## src/rtl/param_multi_pkg.sv

```systemverilog
// Shared types and constants for the sequential shift-add multiplier.
// Holds the FSM state encoding, the default operand width and the counter-width helper.
package param_multi_pkg;

  localparam int DEFAULT_WIDTH = 8;

  typedef enum logic [1:0] {
    IDLE   = 2'd0,
    CALC   = 2'd1,
    FINISH = 2'd2
  } state_e;

  // Enough bits to count from 0 up to and including width.
  function automatic int cnt_width(input int width);
    return $clog2(width + 1);
  endfunction

endpackage

```

## src/rtl/param_add_module.sv

```systemverilog
// WIDTH-bit ripple adder with carry-out.
// Used once per CALC step for the conditional add into the upper accumulator half.
module param_add_module #(
  parameter int WIDTH = 8
) (
  input  logic [WIDTH-1:0] i_a,
  input  logic [WIDTH-1:0] i_b,
  output logic [WIDTH-1:0] o_sum,
  output logic             o_cout
);

  assign {o_cout, o_sum} = {1'b0, i_a} + {1'b0, i_b};

endmodule

```

## src/rtl/param_multi_module.sv

```systemverilog
// Sequential radix-2 shift-add multiplier, signed or unsigned, one step per clock.
// Operands are reduced to magnitudes at capture; the sign is reapplied in FINISH.
module param_multi_module
  import param_multi_pkg::*;
#(
  parameter int WIDTH = DEFAULT_WIDTH,
  parameter int CNT_W = cnt_width(WIDTH)
) (
  input  logic                 clk,
  input  logic                 rst,
  input  logic                 start,
  input  logic                 signed_mode,
  input  logic [WIDTH-1:0]     a,
  input  logic [WIDTH-1:0]     b,
  output logic                 busy,
  output logic                 done,
  output logic [2*WIDTH-1:0]   product
);

  localparam logic [CNT_W-1:0] LAST_STEP = CNT_W'(WIDTH - 1);

  state_e               r_state;
  state_e               w_next_state;

  logic [WIDTH-1:0]     r_mcand;
  logic [2*WIDTH-1:0]   r_acc;
  logic [2*WIDTH-1:0]   r_product;
  logic [CNT_W-1:0]     r_cnt;
  logic                 r_neg;

  logic                 w_a_neg;
  logic                 w_b_neg;
  logic [WIDTH-1:0]     w_a_mag;
  logic [WIDTH-1:0]     w_b_mag;
  logic [WIDTH-1:0]     w_sum;
  logic                 w_cout;
  logic [2*WIDTH-1:0]   w_step;
  logic [2*WIDTH-1:0]   w_final;

  // The most negative operand negates to 2^(WIDTH-1), which still fits WIDTH unsigned bits.
  assign w_a_neg = signed_mode & a[WIDTH-1];
  assign w_b_neg = signed_mode & b[WIDTH-1];
  assign w_a_mag = w_a_neg ? -a : a;
  assign w_b_mag = w_b_neg ? -b : b;

  param_add_module #(
    .WIDTH(WIDTH)
  ) u_add (
    .i_a    (r_acc[2*WIDTH-1:WIDTH]),
    .i_b    (r_mcand),
    .o_sum  (w_sum),
    .o_cout (w_cout)
  );

  // Lower half holds the unconsumed multiplier bits; the carry re-enters at the top on the shift.
  assign w_step  = r_acc[0] ? {w_cout, w_sum, r_acc[WIDTH-1:1]}
                            : {1'b0, r_acc[2*WIDTH-1:1]};
  assign w_final = r_neg ? -r_acc : r_acc;

  // NOTE: sequential state uses non-blocking assignments so every register samples pre-edge values.
  always_ff @(posedge clk) begin
    if (rst) begin
      r_state <= IDLE;
    end else begin
      r_state <= w_next_state;
    end
  end

  // NOTE: the default assignment first keeps this block free of inferred latches.
  always_comb begin
    w_next_state = r_state;
    unique case (r_state)
      IDLE:    if (start) w_next_state = CALC;
      CALC:    if (r_cnt == LAST_STEP) w_next_state = FINISH;
      FINISH:  w_next_state = IDLE;
      default: w_next_state = IDLE;
    endcase
  end

  always_ff @(posedge clk) begin
    if (rst) begin
      r_mcand   <= '0;
      r_acc     <= '0;
      r_product <= '0;
      r_cnt     <= '0;
      r_neg     <= 1'b0;
    end else begin
      unique case (r_state)
        IDLE: begin
          if (start) begin
            r_mcand <= w_a_mag;
            r_acc   <= {{WIDTH{1'b0}}, w_b_mag};
            r_neg   <= w_a_neg ^ w_b_neg;
            r_cnt   <= '0;
          end
        end
        CALC: begin
          r_acc <= w_step;
          r_cnt <= r_cnt + CNT_W'(1);
        end
        FINISH: begin
          r_product <= w_final;
        end
        default: begin
        end
      endcase
    end
  end

  // FINISH presents the signed result directly so it is valid together with done,
  // and the same value is held in r_product from then on.
  assign busy    = (r_state == CALC);
  assign done    = (r_state == FINISH);
  assign product = done ? w_final : r_product;

endmodule

```

## config.mk

```make
export PLATFORM = sky130hd
export DESIGN_NAME = param_multi_module
export DESIGN_NICKNAME = d
export VERILOG_FILES = /design/src/rtl/param_multi_pkg.sv /design/src/rtl/param_add_module.sv /design/src/rtl/param_multi_module.sv
export SDC_FILE = /design/constraint.sdc
export NUM_CORES = 1
export LEC_CHECK = 0
export ABC_CLOCK_PERIOD_IN_PS = 4650
export CORE_MARGIN = 1.5
export CORE_UTILIZATION = 45
export DETAILED_ROUTE_END_ITERATION = 8
export PLACE_DENSITY = 0.67
export REMOVE_ABC_BUFFERS = 1
export SYNTH_ARGS = -nofsm -noshare
export SYNTH_HDL_FRONTEND = slang
export SYNTH_SLANG_ARGS = --single-unit
```

## constraint.sdc

```tcl
create_clock -name clk -period 4.65 [get_ports clk]
set_input_delay 0.6975 -clock clk [delete_from_list [all_inputs] [get_ports clk]]
set_output_delay 0.6975 -clock clk [all_outputs]
set_load 0.005 [all_outputs]
```

; Word level (Yosys, flattened, before mapping)
; Index checks and enable logic that the tools add are counted.
[classes]
n_addsub = 5
n_eq_ne = 5
mux = 12
bitwise_logic = 3
n_reduce_logical = 5
[op_table]
columns = operator, count
row1 = 2-to-1 mux 16 bit, 4
row2 = one-hot mux 16 bit (2 select lines), 1
row3 = 2-to-1 mux 8 bit, 2
row4 = negation 16 bit, 1
row5 = negation 8 bit, 2
row6 = adder 8 x 8 -> 9 bit, 1
row7 = one-hot mux 4 bit (2 select lines), 1
row8 = AND reduction 2 bit, 3
row9 = adder 4 x 1 -> 4 bit (second input constant), 1
row10 = == test 4 x 3 -> 1 bit (second input constant), 1
row11 = 2-to-1 mux 2 bit, 2
row12 = 2-to-1 mux 4 bit, 1
row13 = one-hot mux 2 bit (2 select lines), 1
row14 = AND 1 bit, 2
row15 = == test 2 x 1 -> 1 bit (second input constant), 1
row16 = == test 2 bit (second input constant), 1
row17 = zero test 2 bit, 1
row18 = inequality test 2 x 1 -> 1 bit (second input constant), 1
row19 = inequality test 2 bit (second input constant), 1
row20 = nonzero test 2 bit, 1
row21 = bitwise XOR 1 bit, 1
[word_totals]
regBits = 47
wordCells = 36

; Depth between registers and ports, before layout
; Gate-level depths: netlist of run 1.
[depth]
ltp_word = 4
mapped_depth = 7
depth_no_buf = 6

; Hierarchy
; From an unflattened synthesis of run 1, not the netlist that was laid out.
[hier_totals]
hier_cells = 342
area_unflattened_um2 = 2870.3
[modules_own_cells]
columns = mod, instances, cells_per_inst, area_per_inst_um2, seq_area_each_um2
row1 = param_multi_module, 1, 300, 2546.2, 940.9
row2 = param_add_module, 1, 42, 324.1, 0.0

; Least setup slack after synthesis of run 1
; OpenSTA, ideal clock, no wires.
[synth_timing]
path_type = register to output
start = register r_acc[0]
end = output port product[12]
arrival_time_ns = 2.200
required_time_ns = 3.953
setup_slack_ns = 1.752
stages_incl_launch_ff = 8
n_path_buf = 1
cell_sequence = dfxtp_1 -> buf_1 -> inv_1 -> ha_1 -> or4b_2 -> nor4bb_1 -> mux2_2 -> nand2_1
[synth_via]
elab_chain_len = 3
[synth_rtl]
columns = item, line
row1 = from (decl), param_multi_module.sv:26  ; logic [2*WIDTH-1:0] r_acc;
row2 = from (signal assigned), param_multi_module.sv:92  ; r_acc <= {{WIDTH{1'b0}}, w_b_mag};
row3 = from (signal assigned), param_multi_module.sv:98  ; r_acc <= w_step;
row4 = negation 16 bit, param_multi_module.sv:58  ; assign w_final = r_neg ? -r_acc : r_acc;
row5 = 2-to-1 mux 16 bit, param_multi_module.sv:58
row6 = 2-to-1 mux 16 bit, n/a
row7 = to (decl), param_multi_module.sv:17  ; output logic [2*WIDTH-1:0] product
; No other way between the ends.

; Worst setup path in the final report of run 1
; Same ends and word-level chain as after synthesis.

==> results of run 1 <==
[layout by cell type, fill, tap and decap left out, drive strengths merged, types with 5 or more instances in the layout]
cell type	count
a211oi	15
a21oi	28
nor3b	8
or3	6
xnor2	7
nor2	37
ha	12
inv	12
and2	5
nand2	25
nand3	10
or4	7
a31oi	9
dfxtp	47
a22oi	8
nor3	11
xor2	8
clkdlybuf4s50	37
buf	5
clkbuf	5
o21ai	18
nand3b	7
[worst reg2reg max path: stages (launching register included)]
cell and delay (ns):
dfxtp_1 0.32, inv_1 0.15, ha_1 0.23, or4b_2 0.67, nor4bb_1 0.34, mux2_2 0.39
a21oi_1 0.14
[area by class of cell]
class / count / area, um2
Timing Repair Buffer: 42 / 408
Clock inverter: 3 / 67.6
Clock buffer: 5 / 68.8
Multi-Input combinational cell: 296 / 1970
Sequential cell: 47 / 941
Fill cell: 631 / 2860
Inverter: 13 / 48.8
Tap cell: 77 / 96.3
[sequential cells by signal (all words and copies together) (netlist names)]
signal     flops
r_state        2
r_acc         16
r_product     16
r_neg          1
r_cnt          4
r_mcand        8
[power by group]
| group | internal [mW] | switching, mW | total [mW] |
|---|---|---|---|
| Combinational | 0.0777 | 0.0981 | 0.176 |
| Clock | 0.214 | 0.147 | 0.362 |
| Sequential | 0.417 | 0.0219 | 0.439 |
| Total | 0.709 | 0.267 | 0.976 |
[cells by family after synthesis]
| logic type | Yosys count | share of synthesized area (%) |
|---|---|---|
| and+or+nand+nor | 139 | 24.8 |
| AOI/OAI and AO/OA | 121 | 26.9 |
| DFF | 47 | 30.7 |
| buffers and inverters | 39 | 5.02 |
| xor gates and xnor gates | 15 | 4.29 |
| adders and majority gates | 13 | 5.56 |
| muxes | 8 | 2.78 |
[stage by stage]
| step | worst slack [ns] | instances | total power [mW] |
|---|---|---|---|
| 2_1_floorplan | 1.73 | 356 | 0.556 |
| 3_3_place_gp | 1.37 | 475 | 0.620 |
| 3_5_place_dp | 1.34 | 475 | 0.623 |
| 4_1_cts | 0.980 | 483 | 0.984 |
| 5_1_grt | 0.800 | 483 | 1.02 |
| 6_report | 0.994 | 483 | 0.976 |
[per-layer routing]
| metal | vias to the layer above | share of wire, % | global-route usage (%) |
|---|---|---|---|
| li1 | 1489 | - | - |
| met1 | 1361 | 46 | 28.3 |
| met2 | 69 | 47 | 34.9 |
| met3 | 6 | 5.4 | 2.89 |
| met4 | 0 | 1.1 | 7.77 |
| met5 | - | 0 | 0 |
[how the worst min path moves through the flow]
| stage | cells after the start | start | endpoint |
|---|---|---|---|
| 2_1_floorplan | 1 | r_cnt[3] | r_state[1] |
| 3_3_place_gp | 1 | r_cnt[3] | r_state[1] |
| 3_5_place_dp | 1 | r_cnt[3] | r_state[1] |
| 4_1_cts | 1 | r_cnt[3] | r_state[1] |
| 5_1_grt | 2 | r_mcand[0] | r_mcand[0] |
| 6_report | 2 | r_mcand[0] | r_mcand[0] |
==> out/results.tsv, run 1 <==
stage	metric	value	unit
run_status	status	finished with violations	
run_status	failing checks	design-rule violations	
synth	post-synth top area cell	dfxtp_1	
route	routed len/inst	15.3	um
setup_path	Crit-path slowest cell	or4b_2	
clock_network	Worst-Skew Late Latency	0.31	ns
clock_network	clk slew on worst S/H paths	0.09	ns
setup_path	Bufs and invs on worst path	2	
final_layout	number of diodes	0	
timing	post-route clock period utilization	78.6	%
clock_network	CTS tree	built	
timing	minimum clock period	3.66	ns
timing	setup TNS	0	ns
setup_path	critical path fanouts, max	5	
clock_network	CTS buffer count	5	
clock_network	Post-CTS Resized	0	
synth	count leader, synth	dfxtp_1	
pwr	peak supply drop	0.000133	V
clock_network	Max clock buf depth	2	
clock_network	Post-CTS Setup Repair Bufs	0	
synth	Yosys warnings	0	
floorplanning	Die H	85.5	um
floorplanning	full die area	0.00731	mm2
synth	Post-Syn Area per Cell	8.02	um2
global_routing	Total GRT Usage	21.2	%
timing	Hold WS	0.474	ns
final_layout	Final Util	55.8	%
route	DRC	1	
route	Via density	6.06	
global_routing	GRT overflow	0	
route	final wirelength	7370	um
floorplanning	Ports	38	
pwr	pwr/cell area	271	mW/mm2
setup_path	cell family with most CP delay	simple AND/OR/NAND/NOR gates	
setup_path	Critical Path Max Stage Delay	0.67	ns
timing	Max Freq	0.274	GHz
synth	post-synthesis cell count	382	
timing	actual slew at the worst max-slew pin	0.807	ns
setup_path	CP Depth	7	
setup_path	cell chain of the critical path	inv_1 > ha_1 > or4b_2 > nor4bb_1 > mux2_2 > nand2_1 > clkdlybuf4s50_1	
placement	PortBufs	37	
final_layout	P&R area growth vs syn	17.6	%
final_layout	nets	438	
route	vias after detailed routing	2925	
setup_path	Setup CP Type	register to primary output	
synth	Top FF cell, synth	dfxtp_1	
global_routing	first-pass GRT wire length	12500	um
synth	top post-synthesis cells by area	dfxtp_1 31%, ha_1 4.9%, a21oi_1 4.6%	
floorplanning	CORE AREA	0.00646	mm2
setup_path	Critical Path RT	3.95	ns
timing	Setup Viol. Count Final	0	
floorplanning	Core Rows	29	
synth	Seq cells post-synth	47	
synth	share of synthesized registers carrying an async set or reset	0	%
placement	DP Area	0.00347	mm2
setup_path	Crit. End Element	primary output	
placement	placer congestion estimate	0.793	
setup_path	WP data arrival	2.96	ns
timing	number of max-slew violations in the final report	0	
synth	Syn Std Cell Area	0.00306	mm2
route	antenna-violating nets left	0	
clock_network	Root Buffer	clkbuf_8	
global_routing	largest net degree at the start of global routing	40	
setup_path	R2R Setup Slk	2.36	ns
clock_network	Post-CTS Hold Buffers	0	
setup_path	crit path to	product[12]	
pwr	Pleak	1.33	nW
timing	Rel. slew slack	46.2	%
setup_path	Worst R2R Start	r_acc[0]	
synth	post-synth cell types	59	
floorplanning	Die Wd	85.5	um
route	Initial DRC Count	108	
final_layout	share of layout cells above drive strength 1	7.14	%
clock_network	clock sinks	47	
timing	endpoints failing hold	0	
min_path	Hold WC Path Type	register to register	
setup_path	CP startpoint kind	register	
global_routing	initial antenna violation count	0	
synth	number of flops mapped to enable cells by yosys	0	
route	drt pass-1 iters	6	
floorplanning	Starting Density	47.4	%
clock_network	H-tree depth	2	
global_routing	vias in the first global route	2665	
synth	post-synthesis sequential area ratio	30.7	%
setup_path	Setup crit start	r_acc[0]	
placement	DP HPWL	5330	um
timing	Final Skew	0.00388	ns
final_layout	Finished Cell Area	0.00360	mm2
synth	Synth top cells by count	47 x dfxtp_1, 37 x nor2_1, 28 x a21oi_1	
setup_path	reg2reg path depth	6	
job	Max-cap violations	0	
timing	RSZ-0062 raised after global routing	no	
setup_path	reg2reg end	r_product[12]	
synth	Synth top area share	30.7	%
Note: power is estimated with default switching activity, not from simulation.
==> inputs of run 2 (changes only) <==
ABC_CLOCK_PERIOD_IN_PS = 3000   (was 4650)
PLACE_DENSITY = 0.69   (was 0.67)
clock period = 3 ns   (was 4.65 ns; I/O delays follow)
==> run 2 against run 1 <==
The run still ends with design-rule violations left. Combinational power rose by 79%. Count of clock-buffer cells in the layout rose by 2. Clock skew rose by 0.0012 ns. Die area did not move. Final cell count rose by 2.9%. Core utilization rose by 1.8 points. Flip-flop and latch count did not move. Sequential share of layout area fell by 0.80 points. Non-clock buffer count rose by 14.
==> out/results.tsv, run 2 (same netlist as run 1, synthesis figures left out) <==
stage	metric	value	unit	change
run_status	status	finished with violations		
run_status	failing checks	design-rule violations		
setup_path	Setup CP Type	register to primary output		
final_layout	Finished Layout Cells	497		+2.9%
final_layout	commonest non-fill, non-tap cell in the layout	dfxtp_1		
final_layout	Sequential Area	941	um2	unchanged
timing	Final Skew	0.00512	ns	+0.00124 ns
timing	actual slew at the worst max-slew pin	0.552	ns	-0.255 ns
clock_network	clock sinks	47		unchanged
pwr	Pleak	1.45	nW	+9.0%
job	Max-cap violations	0		unchanged
placement	Inst Count DP	488		+2.7%
global_routing	largest net degree at the start of global routing	39		-2.5%
floorplanning	CORE AREA	0.00646	mm2	unchanged
route	drt pass-1 iters	7		+1
placement	placer congestion estimate	0.849		+7.1%
min_path	Hold WC Path Type	register to register		
setup_path	Critical Path RT	2.55	ns	-1.40 ns
timing	RSZ-0062 raised after global routing	yes		
floorplanning	Starting Density	47.4	%	unchanged
final_layout	Finished Cell Area	0.00372	mm2	+3.2%
final_layout	nets	452		+3.2%
route	antenna-violating nets left	0		unchanged
setup_path	Crit. End Element	primary output		
timing	endpoints failing hold	0		unchanged
setup_path	CP startpoint kind	register		
placement	DP Area	0.00356	mm2	+2.8%
clock_network	CTS buffer count	5		unchanged
global_routing	first-pass GRT wire length	13100	um	+4.7%
pwr	peak supply drop	0.000181	V	+36%
clock_network	Worst-Skew Late Latency	0.31	ns	about the same
timing	Setup Viol. Count Final	0		unchanged
route	final wirelength	7760	um	+5.3%
floorplanning	full die area	0.00731	mm2	unchanged
setup_path	Critical Path Max Stage Delay	0.66	ns	about the same
setup_path	cell chain of the critical path	inv_1 > ha_1 > or4b_4 > nor4_1 > or4b_2 > nand2_1 > clkdlybuf4s50_1		
global_routing	GRT overflow	0		unchanged
setup_path	critical path fanouts, max	5		unchanged
final_layout	P&R area growth vs syn	21.4	%	
pwr	pwr/cell area	383	mW/mm2	+41%
floorplanning	Die H	85.5	um	unchanged
timing	post-route clock period utilization	95.9	%	
route	DRC	3		+2
clock_network	Max clock buf depth	2		unchanged
clock_network	CTS tree	built		
final_layout	multi-input logic area	0.00201	mm2	+2.1%
route	routed len/inst	15.6	um	+2.3%
global_routing	Total GRT Usage	22.2	%	+1.1 points
route	vias after detailed routing	3004		+2.7%
final_layout	share of layout cells above drive strength 1	11.4	%	+4.3 points
setup_path	WP data arrival	2.43	ns	-0.53 ns
final_layout	fill count	619		-1.9%
final_layout	biggest regs	r_acc x16, r_product x16, r_mcand x8		
global_routing	initial antenna violation count	0		unchanged
placement	DP HPWL	5540	um	+3.9%
clock_network	Root Buffer	clkbuf_8		
final_layout	number of diodes	0		unchanged
timing	Rel. slew slack	63.0	%	+17 points
setup_path	Crit-path slowest cell	or4b_2		
timing	Hold WS	0.467	ns	-0.00707 ns
timing	Max Freq	0.347	GHz	
clock_network	Post-CTS Hold Buffers	0		unchanged
final_layout	most frequent cells in the layout	47 x dfxtp_1, 37 x nor2_1, 34 x clkdlybuf4s50_1		
route	Initial DRC Count	169		+56%
timing	minimum clock period	2.88	ns	
floorplanning	Core Rows	29		unchanged
global_routing	vias in the first global route	2800		+5.1%
placement	PortBufs	37		unchanged
clock_network	clk slew on worst S/H paths	0.09	ns	about the same
clock_network	H-tree depth	2		unchanged
route	Via density	6.04		-0.19%
floorplanning	Ports	38		unchanged
timing	number of max-slew violations in the final report	0		unchanged
floorplanning	Die Wd	85.5	um	unchanged
[run 2: changes by cell type in the layout (fill, tap and decap cells not counted), moves of 2 or more]
cell and change:
dlygate4sd2_1 +2, buf_4 +14, bufinv_16 -2, clkbuf_8 +2
clkdlybuf4s50_1 -3, nor3_2 +2, nor3_1 -2
[run 2: path summary, 6_finish.rpt]
check	startpoint	cells after the start	slack, ns	end
setup / recovery	r_acc[0]	7	0.12	product[10]
hold / removal	r_mcand[0]	2	0.47	r_mcand[0]
setup reg to reg	r_acc[8]	7	0.76	r_acc[13]
hold reg to reg	r_mcand[0]	2	0.47	r_mcand[0]
[run 2: layout make-up]
class	instances	area share [%]
clock buffers	7	2.59
inverters	13	1.31
clock inverters	1	0.202
well taps	77	2.59
repair buffers	56	13.8
multi-input cells	296	54.2
flip-flops and latches	47	25.3
[run 2: power by group]
| part | switching (mW) | internal [mW] | leakage, nW |
|---|---|---|---|
| Sequential | 0.0249 | 0.646 | 0.382 |
| Clock | 0.228 | 0.210 | 0.0505 |
| Combinational | 0.174 | 0.141 | 1.01 |
| Total | 0.427 | 0.998 | 1.45 |
[run 2: what timing repair did]
item | in CTS | in global routing
gates resized for setup | 5 | 7
buffers inserted | 1 | 0
setup endpoints to repair | 4 | 3
pin swaps | 0 | 1
[run 2: metal layers]
layer / wire length, um / vias to the layer above / global-route usage, % / part of all wire, %
met4: 94 / 0 / 6.16 / 1.2
met2: 3610 / 101 / 36.6 / 46
met5: 0 / - / 0 / 0
met3: 510 / 11 / 4.43 / 6.6
met1: 3550 / 1379 / 29.7 / 46
li1: - / 1513 / - / -
[run 2: worst max-delay path, delay by kind of cell (launching register included)]
kind                     cells  cell delay, ns
adder cells (fa/ha/maj)      1            0.19
buffers and inverters        2            0.55
flip-flops                   1            0.34
AND/OR/NAND/NOR              4            1.04
[run 2: stage by stage]
stage | util [%] | worst slack [ns] | TNS, ns | power [mW]
after global placement | 55.2 | 0.113 | 0 | 0.974
final | 57.6 | 0.122 | 0 | 1.42
after global routing | 57.6 | -0.00969 | -0.00969 | 1.50
after detailed placement | 55.2 | 0.104 | 0 | 0.980
after floorplan | - | 0.332 | 0 | 0.861
after CTS | 57.1 | -0.0465 | -0.0465 | 1.42
